**src/rtl/issue_unit.sv**
```systemverilog
// Tomasulo issue stage: fetches one instruction per handshake, renames via RegStat, issues to a free RS slot.
// Latency: disponivel high in cycle t, issue pulse visible in cycle t+2 when a slot is free (max 1 instr / 3 cycles).
// Backpressure: stalls in ISSUE while no slot is free; optional ISSUE_STATS_EN adds saturating 16-bit counters.
module issue_unit #(
    parameter int ADD_RS = 3,
    parameter int MUL_RS = 2,
    parameter int TAGW   = 3
) (
    input  logic              Clock,
    input  logic              Reset,
    input  logic              enableIn,
    input  logic [15:0]       instructionIn,
    output logic              disponivel,
    input  logic [ADD_RS-1:0] add_busy,
    input  logic [MUL_RS-1:0] mul_busy,
    input  logic              cdb_valid,
    input  logic [TAGW-1:0]   cdb_tag,
    output logic              issue_add,
    output logic              issue_mul,
    output logic [2:0]        issue_slot,
    output logic [3:0]        issue_op,
    output logic [2:0]        issue_rd,
    output logic [2:0]        issue_rs,
    output logic [2:0]        issue_rt,
    output logic [TAGW-1:0]   issue_qj,
    output logic [TAGW-1:0]   issue_qk,
    output logic [TAGW-1:0]   issue_tag
`ifdef ISSUE_STATS_EN
    ,
    output logic [15:0]       issued_count,
    output logic [15:0]       stall_cycles,
    output logic [15:0]       dropped_count
`endif
);

    localparam logic [3:0] OP_ADD = 4'b0000;
    localparam logic [3:0] OP_SUB = 4'b0001;
    localparam logic [3:0] OP_MUL = 4'b0100;

    typedef enum logic [1:0] {REQ, WAIT, ISSUE} state_t;

    state_t            state;
    logic [12:0]       held;
    logic [TAGW-1:0]   reg_stat [8];
    logic [ADD_RS-1:0] add_mask;
    logic [MUL_RS-1:0] mul_mask;

    logic              unused_hi;
    assign unused_hi = ^instructionIn[15:13];

    logic [3:0] h_op;
    logic [2:0] h_rd, h_rs, h_rt;
    assign h_op = held[3:0];
    assign h_rt = held[6:4];
    assign h_rs = held[9:7];
    assign h_rd = held[12:10];

    logic is_add_op, is_mul_op;
    assign is_add_op = (h_op == OP_ADD) || (h_op == OP_SUB);
    assign is_mul_op = (h_op == OP_MUL);

    logic [ADD_RS-1:0] add_free, add_pick;
    logic [MUL_RS-1:0] mul_free, mul_pick;
    logic [2:0]        add_slot, mul_slot;
    logic              add_found, mul_found;

    assign add_free = ~add_busy & ~add_mask;
    assign mul_free = ~mul_busy & ~mul_mask;
    // Lowest-set-bit isolation gives the one-hot of the slot being issued.
    assign add_pick = add_free & (~add_free + ADD_RS'(1));
    assign mul_pick = mul_free & (~mul_free + MUL_RS'(1));
    assign add_found = |add_free;
    assign mul_found = |mul_free;

    always_comb begin
        add_slot = '0;
        for (int i = ADD_RS - 1; i >= 0; i--) begin
            if (add_free[i]) add_slot = 3'(i);
        end
        mul_slot = '0;
        for (int i = MUL_RS - 1; i >= 0; i--) begin
            if (mul_free[i]) mul_slot = 3'(i);
        end
    end

    logic            cdb_live;
    logic [TAGW-1:0] qj_raw, qk_raw, qj, qk, new_tag;
    logic            do_add, do_mul, do_issue, do_stall, do_drop;

    assign cdb_live = cdb_valid && (cdb_tag != '0);
    assign qj_raw   = reg_stat[h_rs];
    assign qk_raw   = reg_stat[h_rt];
    assign qj       = (cdb_live && cdb_tag == qj_raw) ? '0 : qj_raw;
    assign qk       = (cdb_live && cdb_tag == qk_raw) ? '0 : qk_raw;

    assign do_add   = (state == ISSUE) && is_add_op && add_found;
    assign do_mul   = (state == ISSUE) && is_mul_op && mul_found;
    assign do_issue = do_add || do_mul;
    assign do_drop  = (state == ISSUE) && !is_add_op && !is_mul_op;
    assign do_stall = (state == ISSUE) && !do_issue && !do_drop;
    assign new_tag  = do_add ? TAGW'(add_slot) + TAGW'(1)
                             : TAGW'(ADD_RS) + TAGW'(mul_slot) + TAGW'(1);

    always_ff @(posedge Clock) begin
        if (Reset) begin
            state      <= REQ;
            disponivel <= 1'b0;
            held       <= '0;
            add_mask   <= '0;
            mul_mask   <= '0;
            issue_add  <= 1'b0;
            issue_mul  <= 1'b0;
            issue_slot <= '0;
            issue_op   <= '0;
            issue_rd   <= '0;
            issue_rs   <= '0;
            issue_rt   <= '0;
            issue_qj   <= '0;
            issue_qk   <= '0;
            issue_tag  <= '0;
            for (int i = 0; i < 8; i++) reg_stat[i] <= '0;
        end else begin
            disponivel <= 1'b0;
            add_mask   <= '0;
            mul_mask   <= '0;
            issue_add  <= 1'b0;
            issue_mul  <= 1'b0;
            issue_slot <= '0;
            issue_op   <= '0;
            issue_rd   <= '0;
            issue_rs   <= '0;
            issue_rt   <= '0;
            issue_qj   <= '0;
            issue_qk   <= '0;
            issue_tag  <= '0;

            case (state)
                REQ: begin
                    disponivel <= 1'b1;
                    state      <= WAIT;
                end
                WAIT: begin
                    if (enableIn) begin
                        held  <= instructionIn[12:0];
                        state <= ISSUE;
                    end else begin
                        state <= REQ;
                    end
                end
                ISSUE: begin
                    if (do_drop) begin
                        state <= REQ;
                    end else if (do_issue) begin
                        issue_add  <= do_add;
                        issue_mul  <= do_mul;
                        issue_slot <= do_add ? add_slot : mul_slot;
                        issue_op   <= h_op;
                        issue_rd   <= h_rd;
                        issue_rs   <= h_rs;
                        issue_rt   <= h_rt;
                        issue_qj   <= qj;
                        issue_qk   <= qk;
                        issue_tag  <= new_tag;
                        if (do_add) add_mask <= add_pick;
                        else        mul_mask <= mul_pick;
                        state      <= REQ;
                    end
                end
                default: state <= REQ;
            endcase

            // CDB clear first; a same-edge rename of rd wins.
            for (int i = 0; i < 8; i++) begin
                if (cdb_live && reg_stat[i] == cdb_tag) reg_stat[i] <= '0;
            end
            if (do_issue) reg_stat[h_rd] <= new_tag;
        end
    end

`ifdef ISSUE_STATS_EN
    always_ff @(posedge Clock) begin
        if (Reset) begin
            issued_count  <= '0;
            stall_cycles  <= '0;
            dropped_count <= '0;
        end else begin
            if (do_issue && issued_count != 16'hFFFF)  issued_count  <= issued_count + 16'd1;
            if (do_stall && stall_cycles != 16'hFFFF)  stall_cycles  <= stall_cycles + 16'd1;
            if (do_drop  && dropped_count != 16'hFFFF) dropped_count <= dropped_count + 16'd1;
        end
    end
`endif

endmodule

```
**config.mk**
```make
export PLATFORM = sky130hd
export DESIGN_NAME = issue_unit
export DESIGN_NICKNAME = d
export VERILOG_FILES = /design/src/rtl/issue_unit.sv
export SDC_FILE = /design/constraint.sdc
export NUM_CORES = 1
export LEC_CHECK = 0
export ABC_AREA = 1
export BUFFER_PORTS_ARGS = -buffer_cell sky130_fd_sc_hd__buf_2
export CAP_MARGIN = 10
export CORE_MARGIN = 2
export CORE_UTILIZATION = 56
export DETAILED_ROUTE_END_ITERATION = 8
export GPL_TIMING_DRIVEN = 0
export PLACE_DENSITY_LB_ADDON = 0.08
export REMOVE_ABC_BUFFERS = 1
export SYNTH_ARGS = -nofsm -noshare
export SYNTH_HDL_FRONTEND = slang
export SYNTH_SLANG_ARGS = --single-unit
```
**constraint.sdc**
```tcl
create_clock -name Clock -period 1.8 [get_ports Clock]
set_input_delay 0.36 -clock Clock [delete_from_list [all_inputs] [get_ports Clock]]
set_output_delay 0.36 -clock Clock [all_outputs]
set_load 0.005 [all_outputs]
```
==> Word-level counts from Yosys, hierarchy flattened <==
Memory sizes are Yosys's and may differ from the RTL's. A register that Yosys moved wholly into a read port is not among the register bits.
Index checks and enable logic that the tools add are counted.
{ "classes": {"n_addsub": 5, "n_mul": 0, "div": 0, "magnitude_cmp": 0, "n_eq_ne": 15, "shifts": 0, "n_mux": 53, "n_bitwise": 21, "n_reduce_logical": 32} }
{ "op_table": {"columns": ["op", "count"], "rows": [
  ["2-to-1 mux 3 bit", 17],
  ["2-to-1 mux 1 bit", 31],
  ["equality test 3 bit", 10],
  ["OR reduction 5 bit", 4],
  ["logical AND 1 bit", 17],
  ["adder 3 x 1 -> 3 bit (second input constant)", 3],
  ["NOT 3 bit", 3],
  ["2-to-1 mux 2 bit", 4],
  ["bitwise OR 1 bit", 8],
  ["bitwise AND 3 bit", 2],
  ["NOT 2 bit", 3],
  ["case mux 2 bit (3 select lines)", 1],
  ["bitwise AND 2 bit", 2],
  ["equality test 4 x 1 -> 1 bit (second input constant)", 1],
  ["equality test 4 x 3 -> 1 bit (second input constant)", 1],
  ["zero test 4 bit", 1],
  ["OR reduction 4 bit", 1],
  ["adder 2 x 3 -> 3 bit (first input constant)", 1],
  ["!= test 3 bit (second input constant)", 1],
  ["NOT 1 bit", 3],
  ["nonzero test 3 bit", 1],
  ["OR reduction 3 bit", 1],
  ["adder 2 x 1 -> 2 bit (second input constant)", 1],
  ["equality test 2 x 1 -> 1 bit (second input constant)", 1],
  ["other kinds (6)", 8]
]} }
{ "totals": {"ff_bits": 48, "latch_bits": 0, "mem_bits_rw": 24, "rom_bits": 0, "input_bits": 28, "output_inout_bits": 28, "word_cells": 142, "n_memories": 1} }
{ "mem_list": {"columns": ["name", "depth", "word_bits", "rd", "rd_clocked_by_memory_dff", "write_ports", "line", "source"], "rows": [
  ["reg_stat", 8, 3, 10, 2, 9, "44", "logic [TAGW-1:0] reg_stat [8];"]
]} }

==> Depth between registers and ports, before layout <==
{ "depth": {"ltp_word": 8, "depth_mapped": 12, "ltp_nobuf": 11} }

==> Worst setup path before layout <==
No wires, ideal clock.
{ "synth_path": {"path_kind": "input to register", "startpoint": "input add_busy[0]", "endpoint": "memory reg_stat[2][0] (enable)", "setup_time_ns": 0.306, "arrival_time_ns": 1.261, "required_ns": 1.494, "slack_ns": 0.233, "stages": 9, "n_path_buf": 0, "path_cell_list": "nor2_1 -> nor2_1 -> o21ai_0 -> nand2_2 -> nand2_2 -> nand2_4 -> nor2_4 -> nand2_1 -> nand3_1"} }
{ "synth_rtl": {"columns": ["element", "line", "source"], "rows": [
  ["start, declared", "14", "input logic [ADD_RS-1:0] add_busy,"],
  ["end, declared", "44", null]
]} }

==> results_dict.tcl <==
set metrics [dict create \
    final_util_pct 70.5 \
    worstPathArrival_ns 1.90 \
    via_per_inst 5.17 \
    vias 2999 \
    r2r-end "reg_stat[4][0]$_SDFFCE_PN0P_" \
    violations "negative setup slack" \
    clkSinkCount 77 \
    htreeDepth 3 \
    ys_seq_elements 77 \
    endpoint "reg_stat[4][0]$_SDFFCE_PN0P_" \
    max-slew-margin-rel_pct 38.9 \
    finalMaxSlewViolations 0 \
    final_common_cell "nand2_1" \
    ys_seq_area_share_pct 51.1 \
    grt_antenna_before_repair 0 \
    die-area_um2 6870 \
    mappedNetlistArea_um2 3480 \
    endpoint_kind "register" \
    ant_nets 0 \
    clkTransAtPathRegs_ns 0.08 \
    fin_ws_ns -0.0610 \
    finalCritPeriodShare_pct 103 \
    rsz0062_at_grt "yes" \
    start_kind "register" \
    status "complete, but fails checks" \
    ir_worst_vdd_mv 0.770 \
    ys_warn_count 0 \
    worstPathMaxFanout 6 \
    gp_congestion 0.878 \
    core_um2 5960 \
    period_needed_ns 1.86 \
    initial_core_util_pct 58.5 \
    clockBufferDepth 2 \
    drt_iter0_drc 233 \
    setup_viol 12 \
    die_y_um 82.9 \
    worstSkewPairLatency_ns 0.34 \
    cts-root-buf "clkbuf_8" \
    whs_ns 0.201 \
    cts_buffers 9 \
    p_per_area_nw_per_um2 877 \
    tightest_slew_ns 0.916 \
    fmax_mhz 537 \
    tritoncts "yes" \
    wire_per_inst_um 14.1 \
    grt_max_degree 27 \
    place_ws_ns -0.348 \
    cp.required_ns 1.84 \
    n_antenna_cell 0 \
    grt_pass1_vias 2627 \
    hold_viol_final 0 \
    yosysUniqueCellTypes 29 \
    layout-drive-gt1-share_pct 22.8 \
    syn-instance-count 438 \
    fin_nets 529 \
    finClkSkew_ns 0.00924 \
    overflow 0 \
    timing.rr.start "state[1]$_SDFFE_PP0P_" \
    grt_use_total_pct 22.4 \
    mostFrequentLayoutCells "80 x nand2_1, 62 x nor2_1, 55 x inv_1" \
    dr.pass1.iters 9 \
    tns_ns -0.571 \
    grt_pass1_wl_um 12300 \
    syn_avg_cell_area_um2 7.95 \
    ios 56 \
    die_w_um 82.9 \
    finalWirelength_um 8190 \
    place_hpwl_um 5500 \
    leakagePower_nw 1.99 \
    r2r_setup_slack_ns -0.06 \
    drc 0 \
    drv_cap 0 \
    row_count 28 \
    port_buffers 51 \
    worstSetupStartpoint "state[1]$_SDFFE_PP0P_" \
    reg2reg_depth 10 \
    crit_type "register to register" \
    area_growth_pct 20.5 \
    hp-class "input port to register" \
]
[state kept, by name (all words and copies together), names as in the netlist, named ones only]
| name | count |
|---|---|
| add_mask | 3 |
| issue_add | 1 |
| held | 13 |
| disponivel | 1 |
| issue_tag | 3 |
| issue_mul | 1 |
| issue_rs | 3 |
| mul_mask | 2 |
| issue_rd | 3 |
| reg_stat | 24 |
| issue_qj | 3 |
| issue_op | 4 |
| issue_rt | 3 |
| issue_qk | 3 |
| issue_slot | 2 |
| state | 2 |
[Yosys cell counts (all sizes together)]
master / instances / share of area (%)
nand4: 7 / 1.3
o21ai: 16 / 2.4
nand3: 51 / 7.3
buf: 9 / 1.5
xnor2: 21 / 5.3
conb: 1 / 0.11
nand2: 95 / 11
nor3: 6 / 1.0
clkbuf: 5 / 0.54
dfxtp: 53 / 30
o22ai: 4 / 0.72
o211ai: 1 / 0.22
a21oi: 13 / 1.9
inv: 60 / 6.5
nor2: 68 / 8.2
edfxtp: 24 / 21
ha: 1 / 0.36
nor4: 2 / 0.36
a31oi: 1 / 0.36
[what timing repair did]
item,in CTS,in global routing
setup buffers,0,10
cloned,0,2
hold buffers,0,0
resized for setup,8,31
pin swaps,2,6
endpoints found under the setup margin,30,46
[metrics by stage]
step	cells	instance area [um^2]	total power, mW
3_5_place_dp	552	3770	2.42
5_1_grt	580	4200	3.85
4_1_cts	568	4000	3.66
2_1_floorplan	426	3420	2.27
3_3_place_gp	552	3770	2.40
6_report	580	4200	3.68
[worst max-delay path, cell delays in order (launching register included)]
cell,delay [ns]
dfxtp_2,0.34
inv_2,0.05
nor2_4,0.11
nand2_2,0.08
nor3_4,0.21
nand2_2,0.10
nand2_4,0.11
nand2_8,0.08
nor2_4,0.27
nand2_4,0.12
nand3_4,0.10
[worst min path at each step]
stage / start / to / cells after the start
global route: add_busy[0] / add_mask[0]$_SDFF_PP0_ / 2
detailed placement: add_mask[0]$_SDFF_PP0_ / add_mask[0]$_SDFF_PP0_ / 1
global placement: add_mask[0]$_SDFF_PP0_ / add_mask[0]$_SDFF_PP0_ / 1
floorplan: add_mask[0]$_SDFF_PP0_ / add_mask[0]$_SDFF_PP0_ / 1
CTS: add_busy[0] / add_mask[0]$_SDFF_PP0_ / 2
finish: add_busy[0] / add_mask[0]$_SDFF_PP0_ / 2
[layer usage]
| layer | track usage [%] | up-vias | wire length (um) |
|---|---|---|---|
| li1 | - | 1513 | - |
| met1 | 29.7 | 1360 | 3550 |
| met2 | 37.0 | 109 | 4000 |
| met3 | 4.87 | 17 | 447 |
| met4 | 6.71 | 0 | 187 |
| met5 | 0 | - | 0 |
[logic make-up (layout without fill, tap and decap cells)]
logic type | count (synthesis) | count (layout) | synth area share (%)
adders and majority gates | 1 | 1 | 0.359
other | 1 | 3 | 0.108
DFF | 77 | 77 | 51.1
xor gates and xnor gates | 21 | 21 | 5.28
AOI/OAI and AO/OA | 35 | 35 | 5.57
buffers and inverters | 74 | 139 | 8.55
and+or+nand+nor | 229 | 229 | 29.0
[where the power goes]
| group | total, mW | switching (mW) | internal, mW |
|---|---|---|---|
| clock | 1.25 | 0.621 | 0.626 |
| sequential | 1.93 | 0.0697 | 1.86 |
| combinational | 0.505 | 0.321 | 0.184 |
[area by class of cell]
class,instances,area [um^2]
Clock buffer,12,166
Inverter,60,233
Multi-Input combinational cell,289,1540
Clock inverter,4,30.0
Timing Repair Buffer,61,334
Sequential cell,77,1790
Tap cell,75,93.8
Fill cell,518,1760
Timing Repair inverter,2,15.0
(Power assumes the default switching activity.)
